[src/rtl/pulse_num_segmenter_pkg.sv]
// Shared defaults and state encoding for the pulse-count segmenter.
// Imported by the top and by segment_axis.
package pulse_num_segmenter_pkg;

  localparam int DEF_IN_X_BITS  = 16;
  localparam int DEF_IN_Y_BITS  = 16;
  localparam int DEF_OUT_X_BITS = 8;
  localparam int DEF_OUT_Y_BITS = 8;
  localparam int DEF_X_FACTOR   = 4;
  localparam int DEF_Y_FACTOR   = 4;
  localparam int DEF_CHUNK_MAX  = 100;

  typedef enum logic [2:0] {
    ST_IDLE,
    ST_CALC,
    ST_ISSUE,
    ST_WAIT,
    ST_FINISH
  } seg_state_t;

  function automatic int max_int(input int a, input int b);
    return (a > b) ? a : b;
  endfunction

  function automatic int min_int(input int a, input int b);
    return (a < b) ? a : b;
  endfunction

endpackage

[src/rtl/segment_axis.sv]
// One axis of the segmenter: splits a magnitude into 2^k near-equal chunks
// and reports whether the current k keeps every chunk within CHUNK_MAX.
module segment_axis
  import pulse_num_segmenter_pkg::*;
#(
  parameter int MAG_BITS  = 19,
  parameter int OUT_BITS  = 8,
  parameter int K_BITS    = 5,
  parameter int IDX_BITS  = 19,
  parameter int CHUNK_MAX = 100
) (
  input  logic [MAG_BITS-1:0]       mag,
  input  logic                      neg,
  input  logic [K_BITS-1:0]         k,
  input  logic [IDX_BITS-1:0]       idx,
  output logic                      fits,
  output logic signed [OUT_BITS-1:0] seg
);

  localparam int CW = max_int(MAG_BITS, IDX_BITS);

  logic [MAG_BITS-1:0] mask;
  logic [MAG_BITS-1:0] base;
  logic [MAG_BITS-1:0] rem;
  logic [MAG_BITS-1:0] seg_mag;
  logic [MAG_BITS:0]   chunks;
  logic [CW-1:0]       idx_w;
  logic [CW-1:0]       rem_w;

  // A shift of k >= MAG_BITS makes the mask all ones and base zero, which is
  // still the right answer for the narrower axis.
  assign mask    = (MAG_BITS'(1) << k) - MAG_BITS'(1);
  assign base    = mag >> k;
  assign rem     = mag & mask;
  assign chunks  = {1'b0, base} + {{MAG_BITS{1'b0}}, |rem};
  assign fits    = (chunks <= (MAG_BITS+1)'(CHUNK_MAX));

  assign idx_w   = CW'(idx);
  assign rem_w   = CW'(rem);
  assign seg_mag = base + MAG_BITS'(idx_w < rem_w);
  assign seg     = neg ? -OUT_BITS'(seg_mag) : OUT_BITS'(seg_mag);

endmodule

[src/rtl/pulse_num_segmenter.sv]
// Splits one upstream (x, y) pulse command into 2^k downstream segments,
// each no larger than CHUNK_MAX per axis, with exact per-axis sums.
//
// state     | meaning
// ST_IDLE   | waiting for an upstream trigger (rdy when downstream ready)
// ST_CALC   | searching the smallest k that makes every chunk fit
// ST_ISSUE  | presenting segment idx, strobing once downstream is ready
// ST_WAIT   | waiting for downstream done on the issued segment
// ST_FINISH | strobing upstream done for one cycle
module pulse_num_segmenter
  import pulse_num_segmenter_pkg::*;
#(
  parameter int IN_X_BITS  = DEF_IN_X_BITS,
  parameter int IN_Y_BITS  = DEF_IN_Y_BITS,
  parameter int OUT_X_BITS = DEF_OUT_X_BITS,
  parameter int OUT_Y_BITS = DEF_OUT_Y_BITS,
  parameter int X_FACTOR   = DEF_X_FACTOR,
  parameter int Y_FACTOR   = DEF_Y_FACTOR,
  parameter int CHUNK_MAX  = DEF_CHUNK_MAX
) (
  input  logic                         clk,
  input  logic                         reset,
  input  logic signed [IN_X_BITS-1:0]  in_pulse_num_x,
  input  logic signed [IN_Y_BITS-1:0]  in_pulse_num_y,
  input  logic                         in_servo_pos,
  input  logic                         in_trigger,
  output logic                         in_rdy,
  output logic                         in_done,
  output logic signed [OUT_X_BITS-1:0] out_pulse_num_x,
  output logic signed [OUT_Y_BITS-1:0] out_pulse_num_y,
  output logic                         out_servo_pos,
  output logic                         out_trigger,
  input  logic                         out_rdy,
  input  logic                         out_done
);

  localparam int PWX     = IN_X_BITS + $clog2(X_FACTOR + 1);
  localparam int PWY     = IN_Y_BITS + $clog2(Y_FACTOR + 1);
  localparam int PWM     = max_int(PWX, PWY);
  localparam int KW      = $clog2(PWM + 1);
  localparam int IW      = PWM;
  localparam int OUT_MIN = min_int(OUT_X_BITS, OUT_Y_BITS);

  if (CHUNK_MAX < 1 || CHUNK_MAX > (1 << (OUT_MIN - 1)) - 1 ||
      X_FACTOR < 1 || Y_FACTOR < 1) begin : g_bad_params
    $error("pulse_num_segmenter: CHUNK_MAX or FACTOR out of range");
  end

  seg_state_t          state;
  logic [PWX-1:0]      mag_x;
  logic [PWY-1:0]      mag_y;
  logic                neg_x;
  logic                neg_y;
  logic                servo_lat;
  logic [KW-1:0]       k;
  logic [IW-1:0]       idx;

  logic signed [PWX-1:0]        px;
  logic signed [PWY-1:0]        py;
  logic [PWX-1:0]               px_mag;
  logic [PWY-1:0]               py_mag;
  logic                         fits_x;
  logic                         fits_y;
  logic signed [OUT_X_BITS-1:0] seg_x;
  logic signed [OUT_Y_BITS-1:0] seg_y;
  logic [IW:0]                  n_last;
  logic                         last_seg;

  assign px     = PWX'(in_pulse_num_x) * PWX'(X_FACTOR);
  assign py     = PWY'(in_pulse_num_y) * PWY'(Y_FACTOR);
  assign px_mag = px[PWX-1] ? -px : px;
  assign py_mag = py[PWY-1] ? -py : py;

  assign n_last   = ((IW+1)'(1) << k) - (IW+1)'(1);
  assign last_seg = ({1'b0, idx} == n_last);

  assign in_rdy = (state == ST_IDLE) && out_rdy && !reset;

  segment_axis #(
    .MAG_BITS (PWX), .OUT_BITS (OUT_X_BITS), .K_BITS (KW),
    .IDX_BITS (IW),  .CHUNK_MAX(CHUNK_MAX)
  ) u_axis_x (
    .mag (mag_x), .neg (neg_x), .k (k), .idx (idx),
    .fits(fits_x), .seg (seg_x)
  );

  segment_axis #(
    .MAG_BITS (PWY), .OUT_BITS (OUT_Y_BITS), .K_BITS (KW),
    .IDX_BITS (IW),  .CHUNK_MAX(CHUNK_MAX)
  ) u_axis_y (
    .mag (mag_y), .neg (neg_y), .k (k), .idx (idx),
    .fits(fits_y), .seg (seg_y)
  );

  always_ff @(posedge clk or posedge reset) begin
    if (reset) begin
      state           <= ST_IDLE;
      mag_x           <= '0;
      mag_y           <= '0;
      neg_x           <= 1'b0;
      neg_y           <= 1'b0;
      servo_lat       <= 1'b0;
      k               <= '0;
      idx             <= '0;
      out_pulse_num_x <= '0;
      out_pulse_num_y <= '0;
      out_servo_pos   <= 1'b0;
      out_trigger     <= 1'b0;
      in_done         <= 1'b0;
    end else begin
      out_trigger <= 1'b0;
      in_done     <= 1'b0;
      case (state)
        ST_IDLE: begin
          if (in_trigger && in_rdy) begin
            mag_x     <= px_mag;
            mag_y     <= py_mag;
            neg_x     <= px[PWX-1];
            neg_y     <= py[PWY-1];
            servo_lat <= in_servo_pos;
            k         <= '0;
            idx       <= '0;
            state     <= ST_CALC;
          end
        end
        ST_CALC: begin
          if (fits_x && fits_y) begin
            idx   <= '0;
            state <= ST_ISSUE;
          end else begin
            k <= k + KW'(1);
          end
        end
        ST_ISSUE: begin
          if (out_rdy) begin
            out_pulse_num_x <= seg_x;
            out_pulse_num_y <= seg_y;
            out_servo_pos   <= servo_lat;
            out_trigger     <= 1'b1;
            state           <= ST_WAIT;
          end
        end
        ST_WAIT: begin
          if (out_done) begin
            if (last_seg) begin
              state <= ST_FINISH;
            end else begin
              idx   <= idx + IW'(1);
              state <= ST_ISSUE;
            end
          end
        end
        ST_FINISH: begin
          in_done <= 1'b1;
          state   <= ST_IDLE;
        end
        default: state <= ST_IDLE;
      endcase
    end
  end

endmodule

[config.mk]
export PLATFORM = sky130hd
export DESIGN_NAME = pulse_num_segmenter
export DESIGN_NICKNAME = d
export VERILOG_FILES = /design/src/rtl/pulse_num_segmenter_pkg.sv /design/src/rtl/segment_axis.sv /design/src/rtl/pulse_num_segmenter.sv
export SDC_FILE = /design/constraint.sdc
export NUM_CORES = 1
export LEC_CHECK = 0
export CAP_MARGIN = 20
export CORE_ASPECT_RATIO = 0.8
export CORE_UTILIZATION = 49
export DETAILED_ROUTE_END_ITERATION = 10
export PLACE_DENSITY = 0.68
export SETUP_SLACK_MARGIN = 0.15
export SLEW_MARGIN = 30
export SYNTH_ARGS = -nofsm -noshare
export SYNTH_HDL_FRONTEND = slang
export SYNTH_SLANG_ARGS = --single-unit
[constraint.sdc]
create_clock -name clk -period 11.9 [get_ports clk]
set_input_delay 2.38 -clock clk [delete_from_list [all_inputs] [get_ports clk]]
set_output_delay 2.38 -clock clk [all_outputs]
set_load 0.02 [all_outputs]
* Word level (Yosys, flattened, before mapping)
Index checks and enable logic that the tools add are counted.
** Word-level totals
- Register bits after elaboration :: 87
- Input port bits :: 38
- Output and inout port bits :: 20
- Word-level logic and storage cells :: 82
** Cells by class
- Add/subtract/negate cells :: 12
- $lt $le $gt $ge :: 4
- Equal/unequal tests :: 11
- Shift operators :: 4
- Mux-type cells :: 21
- Bitwise operators :: 2
- Reductions and logical operators :: 15
** Operator list (number)
- 19-bit 2-to-1 mux :: 6
- 19-bit one-hot mux with 3 select lines :: 1
- 19-bit by 1-bit adder with 20-bit output :: 2
- 20-bit by 7-bit less-or-equal comparator with 1-bit output, second input constant :: 2
- 19-bit AND :: 2
- 19-bit less-than comparator :: 2
- 18-bit negator with 19-bit output :: 2
- 19-bit OR reduction :: 2
- 19-bit by 5-bit >> shifter with 19-bit output :: 2
- 19-bit by 20-bit == test with 1-bit output :: 1
- 1-bit by 5-bit left shift with 20-bit output, first input constant :: 1
- 20-bit by 2-bit subtractor with 20-bit output, second input constant :: 1
- 19-bit by 1-bit adder with 19-bit output, second input constant :: 1
- 1-bit by 5-bit left shift with 19-bit output, first input constant :: 1
- 19-bit by 2-bit subtractor with 19-bit output, second input constant :: 1
- 8-bit by 1-bit adder with 8-bit output :: 2
- 8-bit 2-to-1 mux :: 2
- 8-bit negator :: 2
- 3-bit 2-to-1 mux :: 5
- 3-bit one-hot mux with 4 select lines :: 1
- 5-bit 2-to-1 mux :: 2
- 2-bit != test, second input constant :: 5
- 5-bit one-hot mux with 2 select lines :: 1
- 3-bit by 2-bit == test with 1-bit output, second input constant :: 2
- 14 further kinds :: 20

* Longest topological paths before layout
Gate-level depths: netlist of the first run.
- Depth in word-level cells :: 9
- Gate-level depth with buffers :: 34
- Mapped depth without buffers :: 30

* Cells and area by module
Synthesis of the first run repeated with hierarchy kept, for this count alone.
** Unflattened totals
- Cells, all modules :: 1303
- Area total of the unflattened synthesis :: 10742.8 µm²
** By module, submodules not included
- pulse_num_segmenter :: times used 1, cells each 601, area an instance 5377.7 µm²
- segment_axis :: times used 2, cells each 351, area an instance 2682.6 µm²

* Worst setup path after synthesis of the first run
OpenSTA, ideal clock, no wires.
- Path type :: register -> register
- Start point :: register k[1]
- End point :: register out_pulse_num_y[7]
- Setup time :: 0.136 ns
- Arrival :: 5.632 ns
- Data required time :: 11.764 ns
- Setup slack :: 6.131 ns
- Cell stages (with the launch flop) :: 31
- Buffers on the path :: 4
- Period minus slack after synthesis :: 5.769 ns
- Cell sequence :: dfrtp_1 -> buf_2 -> inv_2 -> clkbuf_1 -> ha_1 -> clkbuf_1 -> clkbuf_1 -> nand2_1 -> ha_1 -> xnor2_1 -> nand2_1 -> ha_1 -> o21a_1 -> o21a_1 -> o21a_1 -> o21ai_0 -> nand2b_1 -> a21oi_1 -> nor2b_1 -> o21ai_0 -> nand2b_1 -> a21oi_1 -> o21ai_0 -> a31oi_1 -> ha_1 -> ha_1 -> xnor2_1 -> or3_1 -> o41ai_1 -> xnor2_1 -> o21ai_0
** On the way
- Word-level cells in the longest chain between the ends :: 7
- Elaborated cells on any way between the ends :: 8
- Classes of those cells :: 3 x add/sub; 1 x order compare; 2 x shift; 1 x mux; 1 x bitwise
** Ends and longest elaborated chain
- start, declared :: RTL line pulse_num_segmenter.sv:55 : logic [KW-1:0] k;
- start signal, assigned :: RTL line pulse_num_segmenter.sv:131 : k <= k + KW'(1);
- 1-bit by 5-bit left shift with 19-bit output :: RTL line segment_axis.sv:32 : assign mask = (MAG_BITS'(1) << k) - MAG_BITS'(1);
- 19-bit by 2-bit subtractor with 19-bit output :: RTL line segment_axis.sv:32
- 19-bit AND :: RTL line segment_axis.sv:34 : assign rem = mag & mask;
- 19-bit less-than comparator :: RTL line segment_axis.sv:40 : assign seg_mag = base + MAG_BITS'(idx_w < rem_w);
- 8-bit by 1-bit adder with 8-bit output * :: RTL line segment_axis.sv:40
- 8-bit negator :: RTL line segment_axis.sv:41 : assign seg = neg ? -OUT_BITS'(seg_mag) : OUT_BITS'(seg_mag);
- 8-bit 2-to-1 mux * :: RTL line segment_axis.sv:41
- end signal, assigned :: RTL line pulse_num_segmenter.sv:137 : out_pulse_num_y <= seg_y;
- end, declared :: RTL line pulse_num_segmenter.sv:30 : output logic signed [OUT_Y_BITS-1:0] out_pulse_num_y,
Every way passes the cells marked *; elsewhere a longest branch is shown, timed or not.
A chain may end at the register's enable or synchronous reset.

* Worst setup path in the final report of the first run
- Start point :: register k[0]
- End point :: register idx[2]
** On the way
- Word-level cells in the longest chain between the ends :: 9
- Elaborated cells on any way between the ends :: 19
- Classes of those cells :: 4 x add/sub; 2 x order compare; 3 x eq/ne; 4 x shift; 2 x bitwise; 4 x reduce/logical
** Ends and longest elaborated chain
- 1-bit by 5-bit left shift with 19-bit output :: RTL line segment_axis.sv:32
- 19-bit by 2-bit subtractor with 19-bit output :: RTL line segment_axis.sv:32
- 19-bit AND :: RTL line segment_axis.sv:34
- 19-bit OR reduction :: RTL line segment_axis.sv:35 : assign chunks = {1'b0, base} + {{MAG_BITS{1'b0}}, |rem};
- 19-bit by 1-bit adder with 20-bit output :: RTL line segment_axis.sv:35
- 20-bit by 7-bit less-or-equal comparator with 1-bit output :: RTL line segment_axis.sv:36 : assign fits = (chunks <= (MAG_BITS+1)'(CHUNK_MAX));
- 1-bit logical AND :: RTL line pulse_num_segmenter.sv:127 : if (fits_x && fits_y) begin
- 2-bit != test (no source line)
- 5-bit AND reduction (no source line) *
- end signal, assigned :: RTL line pulse_num_segmenter.sv:148 : idx <= idx + IW'(1);
- end, declared :: RTL line pulse_num_segmenter.sv:56 : logic [IW-1:0] idx;
Marks and branches as above.

==> impl_metrics.toml, run 1 <==
[clocking]
cts_tree = "done"
clkSlewWorstSetupHoldPaths_ns = 0.07
max-clock-path-buffers = 2
cts_resized = 0
cts_inserted_buffers = 9
cts.hold.buffers_added = 0
clock_sink_count = 83
cts.repair_timing.setup_buffer_count = 0
root_buffer = "sky130_fd_sc_hd__clkbuf_16"
clk_latency_ns = 0.36
ctsHtreeMaxLevel = 3

[grt]
first_global_vias = 8262
grt_remaining_overflow = 0
grt_pass1_wl_um = 46900
grt_usage_pct = 30.8
initial_antenna_violation_count = 0
grt_start_max_net_pins = 72

[place]
port_buffers = 57
post-dp-hpwl_um = 22300
routabilityCongestion = 0.998

[setup_path]
critical_path_required_ns = 12.15
worst_r2r_end = "idx[2]"
worst_r2r_path_depth = 26
critical_path.max_fanout = 58
critical_path_s_largest_stage_delay_ns = 0.61
rrSetupSlack_ns = 4.72
startpoint_type = "register"
timing_worst_setup_path_type = "register to register"
worst_ep_arrival_time_ns = 7.43
worst_setup_path_end_kind = "register"
timing.critical_path.slowest_stage_cell = "sky130_fd_sc_hd__buf_4"
reg2reg_from = "k[0]"

[die]
core.rowCount = 44
io-pin-count = 58
die-width_um = 155
die_height_um = 125
initial_core_util_pct = 50.4
die_area_sq_um = 19400
placeableCoreArea_sq_um = 18300

[route]
route.detailed.drc = 0
avgViaCountPerCell = 6.35
firstDrtPassIters = 7
route.detailed.wl_per_inst_um = 20.4
num_vias = 9063
postRouteWirelength_um = 29200
ant_nets = 0
drt_first_iter_violations = 1127

[sta]
shortest_clock_period_the_worst_path_allows_after_layout_ns = 7.18
setup_tns_ns = 0
relSlewSlack_pct = 32.9
top_achievable_clock_speed_mhz = 139
finClkSkew_ns = 0.00657
finalMaxSlewViolations = 0
worstMarginPinSlew_ns = 1.01
min_period_over_period_pct = 60.4
report.final.hold_viol_count = 0
grt_setup_unrepaired = "false"
setup_viol = 0

[yosys]
synth.avg_cell_area_sq_um = 7.97
syn-instance-count = 1156
synth_sequential_area_ratio_pct = 22.5
synth_cell_type_count = 77
number_of_synthesized_register_bits = 83
synth_fp_nets = 1250
postSynth.asyncResetShare_pct = 100
syn-cell-area_sq_um = 9220
synth_enable_flop_cells = 0
ys_dominant_reg_cell = "sky130_fd_sc_hd__dfrtp_1"
synth.yosys.warnings = 0

[power]
sequential_fraction_of_design_power_pct = 37.4
p_clk_share_pct = 25.4
pwr-share-comb_pct = 37.2
cellInternalPower_uw = 718
power.static_leakage_nw = 4.20
power_density_nw_per_um2 = 118
vdd_ir_drop_max_mv = 0.0713
switching_share_pct = 40.5
p_sw_uw = 489

[layout]
numnets_final = 1263
fillers = 1785
sequential_cell_area_sq_um = 2080
antenna_cells = 0
final_layout_size_suffix_gt1_share_pct = 7.75
area_used_by_multi_input_combinational_logic_sq_um = 6720
final_core_area_utilization_pct = 55.9
areaGrowthSynthToFinish_pct = 10.8

[min_path]
hold-path-cell-count = 2
endpoint_with_the_worst_hold_slack = "out_pulse_num_y[1]"
worstHoldPathType = "register to register"
min-delay-start = "out_pulse_num_y[1]"

[run]
maxCapViolations = 0

[run_status]
run_status = "finished, final reports clean"
[registers in the layout, summed over array words and instances, names as in the netlist]
name	count
neg_x	1
out_servo_pos	1
servo_lat	1
mag_y	17
state	3
out_trigger	1
in_done	1
out_pulse_num_x	8
idx	19
neg_y	1
out_pulse_num_y	8
k	5
mag_x	17
[stage by stage]
stage / hold slack [ns] / total power [mW] / std cells / area [sq um] / worst slack (ns)
finish: 0.477 / 1.21 / 1427 / 10200 / 4.72
global route: 0.505 / 1.29 / 1427 / 10200 / 4.34
CTS: 0.485 / 1.21 / 1426 / 10200 / 4.88
detailed placement: 0.469 / 0.904 / 1410 / 9890 / 4.90
global placement: 0.459 / 0.890 / 1410 / 9890 / 4.92
floorplan: 0.437 / 0.748 / 1156 / 9220 / 6.13
[synth_stat cells, types with 5 or more instances]
cell | number | area share, %
sky130_fd_sc_hd__a21o_1 | 25 | 2.0
sky130_fd_sc_hd__clkbuf_1 | 48 | 2.0
sky130_fd_sc_hd__a22oi_1 | 8 | 0.65
sky130_fd_sc_hd__and2_1 | 5 | 0.34
sky130_fd_sc_hd__xor2_1 | 49 | 4.7
sky130_fd_sc_hd__nor2_1 | 47 | 1.9
sky130_fd_sc_hd__buf_2 | 7 | 0.38
sky130_fd_sc_hd__mux2_2 | 22 | 2.7
sky130_fd_sc_hd__nand2b_1 | 19 | 1.3
sky130_fd_sc_hd__o21ai_0 | 82 | 4.5
sky130_fd_sc_hd__or3_1 | 25 | 1.7
sky130_fd_sc_hd__nand2_1 | 186 | 7.6
sky130_fd_sc_hd__a221oi_1 | 7 | 0.67
sky130_fd_sc_hd__a211oi_1 | 6 | 0.49
sky130_fd_sc_hd__mux4_2 | 12 | 2.9
sky130_fd_sc_hd__o21ai_1 | 6 | 0.33
sky130_fd_sc_hd__nor3b_1 | 7 | 0.57
sky130_fd_sc_hd__o41ai_1 | 5 | 0.48
sky130_fd_sc_hd__a21oi_1 | 27 | 1.5
sky130_fd_sc_hd__a221o_1 | 7 | 0.76
sky130_fd_sc_hd__or2_2 | 11 | 0.75
sky130_fd_sc_hd__nand3b_1 | 6 | 0.49
sky130_fd_sc_hd__ha_1 | 56 | 7.6
sky130_fd_sc_hd__buf_6 | 6 | 0.73
sky130_fd_sc_hd__a31oi_1 | 7 | 0.48
sky130_fd_sc_hd__o22ai_1 | 15 | 1.0
sky130_fd_sc_hd__nand3_1 | 46 | 2.5
sky130_fd_sc_hd__mux2i_1 | 39 | 4.2
sky130_fd_sc_hd__nor4_1 | 12 | 0.81
sky130_fd_sc_hd__nand4_1 | 15 | 1.0
sky130_fd_sc_hd__nor2b_1 | 21 | 1.4
sky130_fd_sc_hd__nor3_1 | 23 | 1.2
sky130_fd_sc_hd__and3_1 | 12 | 0.81
sky130_fd_sc_hd__xnor2_1 | 37 | 3.5
sky130_fd_sc_hd__o31ai_1 | 32 | 2.6
sky130_fd_sc_hd__o21a_1 | 12 | 0.98
sky130_fd_sc_hd__dfrtp_1 | 83 | 23
sky130_fd_sc_hd__inv_1 | 28 | 1.1
sky130_fd_sc_hd__buf_1 | 7 | 0.29
sky130_fd_sc_hd__or4_1 | 5 | 0.41
sky130_fd_sc_hd__o211ai_1 | 18 | 1.5
[placed cells by master, fill, tap and decap left out, types with 21 or more instances in the layout]
| cell type | n |
|---|---|
| sky130_fd_sc_hd__nor3_1 | 23 |
| sky130_fd_sc_hd__mux2i_1 | 39 |
| sky130_fd_sc_hd__nand2_1 | 185 |
| sky130_fd_sc_hd__nand3_1 | 46 |
| sky130_fd_sc_hd__a21o_1 | 25 |
| sky130_fd_sc_hd__xnor2_1 | 37 |
| sky130_fd_sc_hd__xor2_1 | 49 |
| sky130_fd_sc_hd__nor2_1 | 47 |
| sky130_fd_sc_hd__ha_1 | 56 |
| sky130_fd_sc_hd__inv_1 | 27 |
| sky130_fd_sc_hd__a21oi_1 | 27 |
| sky130_fd_sc_hd__mux2_2 | 22 |
| sky130_fd_sc_hd__o31ai_1 | 32 |
| sky130_fd_sc_hd__dfrtp_1 | 82 |
| sky130_fd_sc_hd__clkdlybuf4s50_1 | 57 |
| sky130_fd_sc_hd__or3_1 | 25 |
| sky130_fd_sc_hd__o21ai_0 | 82 |
| sky130_fd_sc_hd__nor2b_1 | 21 |
[worst max-delay path, delay by kind of cell (launching register included)]
family                     cells  cell delay [ns]
buffers and inverters          4             0.94
xor gates and xnor gates       1             0.36
AOI/OAI and AO/OA              5             1.39
adders and majority gates      3             0.89
and+or+nand+nor               13             3.10
DFF                            1             0.34
[layer usage]
layer,GRT usage (%),wire length (um),vias up
met5,0,0,-
met4,6.69,416,0
met3,7.13,3290,35
met2,43.2,12000,482
met1,47.3,13400,4239
li1,-,-,4307
[cell families after synthesis]
group	count (synthesis)	share of synthesized area [%]
muxes	76	10.2
xor gates and xnor gates	86	8.17
DFF	83	22.5
buffers and inverters	99	4.66
adders and majority gates	57	7.71
and+or+nand+nor	462	25.2
AOI/OAI and AO/OA	293	21.5
[power by group through the flow]
stage               logic [mW]  registers (mW)  clock network (mW)
CTS                      0.450           0.450               0.311
finish                   0.450           0.452               0.306
floorplan                0.335           0.413                   0
global placement         0.436           0.454                   0
detailed placement       0.448           0.456                   0
global route             0.509           0.461               0.323
[how the worst max path moves through the flow]
stage          slack (ns)                  to  cells past startpoint  from
2_1_floorplan        6.13  out_pulse_num_y[7]                     30  k[1]
3_3_place_gp         4.92              idx[2]                     22  k[0]
3_5_place_dp         4.90              idx[2]                     22  k[0]
4_1_cts              4.88              idx[2]                     22  k[0]
5_1_grt              4.34              idx[2]                     26  k[0]
6_report             4.72              idx[2]                     26  k[0]
[layout make-up]
type	instances	area share [%]
flip-flops and latches	83	20.3
well taps	253	3.10
clock buffers	9	2.21
repair buffers	71	6.59
clock inverters	7	0.882
inverters	30	1.11
multi-input cells	974	65.8
(Power assumes the default switching activity.)
==> inputs of run 2 (changes only) <==
- PLACE_DENSITY: 0.68 -> 0.71
- clock period: 11.9 -> 5.9 ns (I/O delays scaled with it)
==> run 2 against run 1 <==
Compared with the run above:
- clock skew rose by 0.0033 ns
- register-to-register slack lost 4.4 ns
- routed wire length grew 5.8%
- via count rose by 3.8%
- critical path type unchanged
==> impl_metrics.toml, run 2 (same netlist as run 1, synthesis figures left out) <==
[setup_path]
worst_setup_path_end_kind = "register"
crit_path_start = "k[0]"
critical_path_required_ns = 6.15
critical_path.max_fanout = 15
critical_path_s_largest_stage_delay_ns = 0.40
cpLargestDelayFamily = "simple AND/OR/NAND/NOR gates"
worst_r2r_path_depth = 26
worst_r2r_end = "idx[16]"
timing.critical_path.slowest_stage_cell = "sky130_fd_sc_hd__dfrtp_2"
rrSetupSlack_ns = 0.32
worst_ep_arrival_time_ns = 5.83
crit_cells = 26
reg2reg_from = "k[0]"
timing.critical_path.buf_inv = 6
timing_worst_setup_path_type = "register to register"
critical-path-top-cell-by-count = "sky130_fd_sc_hd__buf_4"
startpoint_type = "register"

[sta]
finClkSkew_ns = 0.00983
grt_setup_unrepaired = "false"
setup_tns_ns = 0
setup_viol = 0
top_achievable_clock_speed_mhz = 179
shortest_clock_period_the_worst_path_allows_after_layout_ns = 5.58
min_period_over_period_pct = 94.6
worstMarginPinSlew_ns = 1.03
finalMaxSlewViolations = 0
relSlewSlack_pct = 31.0
report.final.hold_viol_count = 0

[power]
cellInternalPower_mw = 1.47
pwr-share-comb_pct = 38.5
power.static_leakage_nw = 4.50
p_clk_share_pct = 24.3
switching_share_pct = 41.2
p_sw_mw = 1.03
sequential_fraction_of_design_power_pct = 37.2
vdd_ir_drop_max_mv = 0.146
power_density_nw_per_um2 = 232

[grt]
initial_antenna_violation_count = 0
grt_start_max_net_pins = 72
first_global_vias = 8340
grt_usage_pct = 32.0
grt_remaining_overflow = 0
grt_pass1_wl_um = 48000

[die]
die_area_sq_um = 19400
die_height_um = 125
io-pin-count = 58
core.rowCount = 44
initial_core_util_pct = 50.4
placeableCoreArea_sq_um = 18300
die-width_um = 155

[min_path]
min-delay-start = "servo_lat"
endpoint_with_the_worst_hold_slack = "out_servo_pos"
worstHoldPathType = "register to register"
hold-path-cell-count = 2

[route]
postRouteWirelength_um = 30800
route.detailed.wl_per_inst_um = 21.0
drt_first_iter_violations = 1262
num_vias = 9405
avgViaCountPerCell = 6.40
firstDrtPassIters = 6
route.detailed.drc = 0
ant_nets = 0

[place]
post-dp-hpwl_um = 23300
detailed_place.area_sq_um = 10200
routabilityCongestion = 1.03
port_buffers = 57

[layout]
largest_register_ff_count = 19
numnets_final = 1306
layout.cells.most_common = "sky130_fd_sc_hd__nand2_1"
register_with_the_most_flip_flops = "idx"
layout_top_registers = "idx x19, mag_x x17, mag_y x17"
antenna_cells = 0
most-common-layout-cells = "183 x sky130_fd_sc_hd__nand2_1, 81 x sky130_fd_sc_hd__dfrtp_1, 80 x sky130_fd_sc_hd__o21ai_0"
areaGrowthSynthToFinish_pct = 16.7
final_cell_area_sq_um = 10800
final_layout_size_suffix_gt1_share_pct = 13.6

[clocking]
cts.hold.buffers_added = 0
clock_sink_count = 83
ctsHtreeMaxLevel = 3
clk_latency_ns = 0.36
cts_inserted_buffers = 9
root_buffer = "sky130_fd_sc_hd__clkbuf_16"
cts_tree = "done"
max-clock-path-buffers = 2
clkSlewWorstSetupHoldPaths_ns = 0.07

[run]
maxCapViolations = 0

[run_status]
run_status = "finished, final reports clean"
## run 2: cell types whose count changed in the layout (fill, tap and decap cells not counted), moves of 3 or more
cell,delta
sky130_fd_sc_hd__xnor2_1,-3
sky130_fd_sc_hd__o41ai_2,+3
sky130_fd_sc_hd__xnor2_2,+3
sky130_fd_sc_hd__o22ai_2,+3
sky130_fd_sc_hd__o22ai_1,-3
sky130_fd_sc_hd__buf_4,+42
sky130_fd_sc_hd__o41ai_1,-3
## run 2: layout make-up
class | instances | area, sq um
Clock buffer | 9 | 225
Timing Repair Buffer | 114 | 1010
Tap cell | 253 | 317
Sequential cell | 83 | 2080
Clock inverter | 7 | 80.1
Multi-Input combinational cell | 974 | 6930
Fill cell | 1709 | 7520
Inverter | 30 | 114
## run 2: per-layer routing
layer	wire (um)	up-vias	GRT usage, %	part of all wire, %
met4	622	0	9.46	2.0
met1	14100	4419	49.6	46
li1	-	4392	-	-
met5	0	-	0	0
met2	12600	533	42.5	41
met3	3480	61	7.97	11
## run 2: how the worst max path moves through the flow
stage	to
floorplan	out_pulse_num_y[7]
global placement	k[3]
detailed placement	state[1]
CTS	idx[16]
global route	idx[5]
finish	idx[16]
## run 2: power by group through the flow
stage | clock network [mW] | logic, mW | registers [mW]
5_1_grt | 0.639 | 1.09 | 0.940
2_1_floorplan | 0 | 0.675 | 0.833
6_report | 0.607 | 0.961 | 0.927
3_3_place_gp | 0 | 0.906 | 0.924
3_5_place_dp | 0 | 0.923 | 0.925
4_1_cts | 0.618 | 0.934 | 0.916
## run 2: worst min-delay path, stage by stage (launching register included)
cell and delay [ns]:
sky130_fd_sc_hd__dfrtp_1 0.34, sky130_fd_sc_hd__nand2_1 0.05, sky130_fd_sc_hd__nand2_1 0.05
## run 2: metrics by stage
step | hold WS [ns] | cells | power, mW | worst slack, ns | util, %
after global placement | 0.457 | 1446 | 1.83 | 0.0786 | 55.7
after floorplan | 0.437 | 1156 | 1.51 | 0.264 | -
after global routing | 0.504 | 1470 | 2.67 | 0.0703 | 58.8
after detailed placement | 0.462 | 1446 | 1.85 | 0.144 | 55.7
after CTS | 0.480 | 1462 | 2.47 | 0.162 | 57.4
final | 0.474 | 1470 | 2.50 | 0.319 | 58.8
## run 2: what timing repair did
item	CTS	global route
resized for setup	1	41
gates cloned	0	0
pin swaps	0	12
buffers inserted	0	7
endpoints found under the setup margin	7	36
==> inputs of run 3 (changes only) <==
- CORE_UTILIZATION: 49 -> 56
- PLACE_DENSITY: 0.71 -> 0.79
==> run 3 against run 2 <==
Compared with the run above:
- largest cell class unchanged
- flip-flop and latch count did not move
- clock-buffer cell count did not move
- cell area rose by 2.0%
- total power rose by 3.8%
- routed wire length rose by 1.7%
- cell count fell by 0.41%
- via count rose by 3.8%
- clock power rose by 8.2%
==> impl_metrics.toml, run 3 (same netlist as run 1, synthesis figures left out) <==
[place]
detailed_place.area_sq_um = 10400
place.detailed.instances = 1441
port_buffers = 57
routabilityCongestion = 1.03
post-dp-hpwl_um = 23700

[min_path]
worstHoldPathType = "register to register"
hold-path-cell-count = 2

[die]
die_area_sq_um = 17000
placeableCoreArea_sq_um = 16000
die_height_um = 117
initial_core_util_pct = 57.8
io-pin-count = 58
core.rowCount = 41
die-width_um = 145

[layout]
area_used_by_multi_input_combinational_logic_sq_um = 6920
layoutNonFillerInstCount = 1464
antenna_cells = 0
largest_register_ff_count = 19
areaGrowthSynthToFinish_pct = 19.0
final_core_area_utilization_pct = 68.8
most-common-layout-cells = "183 x sky130_fd_sc_hd__nand2_1, 84 x sky130_fd_sc_hd__buf_4, 80 x sky130_fd_sc_hd__dfrtp_1"
register_with_the_most_flip_flops = "idx"
fillers = 1347
final_cell_area_sq_um = 11000
numnets_final = 1338
sequential_cell_area_sq_um = 2080
layout_top_registers = "idx x19, mag_x x17, mag_y x17"
final_layout_size_suffix_gt1_share_pct = 16.1
layout.cells.most_common = "sky130_fd_sc_hd__nand2_1"

[sta]
finClkSkew_ns = 0.00999
shortest_clock_period_the_worst_path_allows_after_layout_ns = 5.60
report.final.hold_viol_count = 0
final.hold.worst_slack_ns = 0.483
setup_tns_ns = 0
top_achievable_clock_speed_mhz = 179
grt_setup_unrepaired = "true"
relSlewSlack_pct = 34.3
finalMaxSlewViolations = 0
min_period_over_period_pct = 95.0
setup_viol = 0
worstMarginPinSlew_ns = 0.983

[clocking]
root_buffer = "sky130_fd_sc_hd__clkbuf_16"
clock_sink_count = 83
ctsHtreeMaxLevel = 3
cts_tree = "done"
max-clock-path-buffers = 2
clkSlewWorstSetupHoldPaths_ns = 0.07
cts_inserted_buffers = 9
cts.hold.buffers_added = 0
clk_latency_ns = 0.36

[route]
route.detailed.drc = 0
num_vias = 9765
ant_nets = 0
drt_first_iter_violations = 1300
firstDrtPassIters = 7
route.detailed.wl_per_inst_um = 21.4
postRouteWirelength_um = 31400
avgViaCountPerCell = 6.67

[setup_path]
startpoint_type = "register"
worst_r2r_path_depth = 29
critical_path_required_ns = 6.16
timing_worst_setup_path_type = "register to register"
critical-path-top-cell-by-count = "sky130_fd_sc_hd__buf_4"
timing.critical_path.buf_inv = 8
timing.critical_path.slowest_stage_cell = "sky130_fd_sc_hd__dfrtp_2"
crit_cells = 29
worst_ep_arrival_time_ns = 5.86
cpLargestDelayFamily = "simple AND/OR/NAND/NOR gates"
critical_path.max_fanout = 8
critical_path_s_largest_stage_delay_ns = 0.44
worst_setup_path_end_kind = "register"

[power]
p_clk_share_pct = 25.4
switching_share_pct = 40.5
p_sw_mw = 1.05
cellInternalPower_mw = 1.54
sequential_fraction_of_design_power_pct = 34.9
vdd_ir_drop_max_mv = 0.142
power.static_leakage_nw = 4.60
power_density_nw_per_um2 = 236
pwr-share-comb_pct = 39.7

[grt]
grt_pass1_wl_um = 48200
grt_usage_pct = 36.8
grt_start_max_net_pins = 72
initial_antenna_violation_count = 0
first_global_vias = 8715
grt_remaining_overflow = 0

[run]
maxCapViolations = 0

[run_status]
run_status = "finished, final reports clean"
## run 3: stage by stage
step	power (mW)	setup slack (ns)
floorplan	1.51	0.264
global placement	1.83	0.186
detailed placement	1.87	0.211
CTS	2.54	0.150
global route	2.75	0.0225
finish	2.59	0.298
## run 3: tightest hold or removal path, delay by kind of cell (launching register included)
family	cells	cell delay [ns]
simple gates	2	0.11
flops	1	0.34
## run 3: repair_timing
| action | 4_1_cts | 5_1_grt |
|---|---|---|
| setup buffers | 0 | 6 |
| setup endpoints to repair | 1 | 36 |
| resized for setup | 1 | 45 |
| pin swaps | 0 | 12 |
| gates cloned | 0 | 1 |
## run 3: final timing paths
kind                                from  slack (ns)            end
max                                 k[0]        0.30         idx[5]
min                        out_servo_pos        0.48  out_servo_pos
min in group asynchronous          reset        1.24       state[2]
min reg2reg                out_servo_pos        0.48  out_servo_pos
max in group asynchronous          reset        3.60      mag_x[10]
max reg2reg                         k[0]        0.30         idx[5]
## run 3: layout make-up
type / instances / area share, %
inverters: 30 / 1.04
well taps: 215 / 2.45
repair buffers: 145 / 11.5
multi-input cells: 975 / 63.1
clock inverters: 7 / 0.970
clock buffers: 9 / 2.05
flip-flops and latches: 83 / 19.0
## run 3: metal layers
metal / GRT usage, % / routed length [um] / vias to the layer above
met2: 52.9 / 12700 / 599
met1: 51.4 / 13900 / 4635
li1: - / - / 4453
met4: 12.8 / 928 / 0
met5: 0 / 0 / -
met3: 12.2 / 3740 / 78
## run 3: power groups by stage
stage | sequential [mW] | clock, mW | combinational [mW]
after detailed placement | 0.901 | 0 | 0.968
after global placement | 0.894 | 0 | 0.935
after global routing | 0.920 | 0.676 | 1.15
after CTS | 0.891 | 0.662 | 0.985
after floorplan | 0.833 | 0 | 0.675
final | 0.905 | 0.657 | 1.03
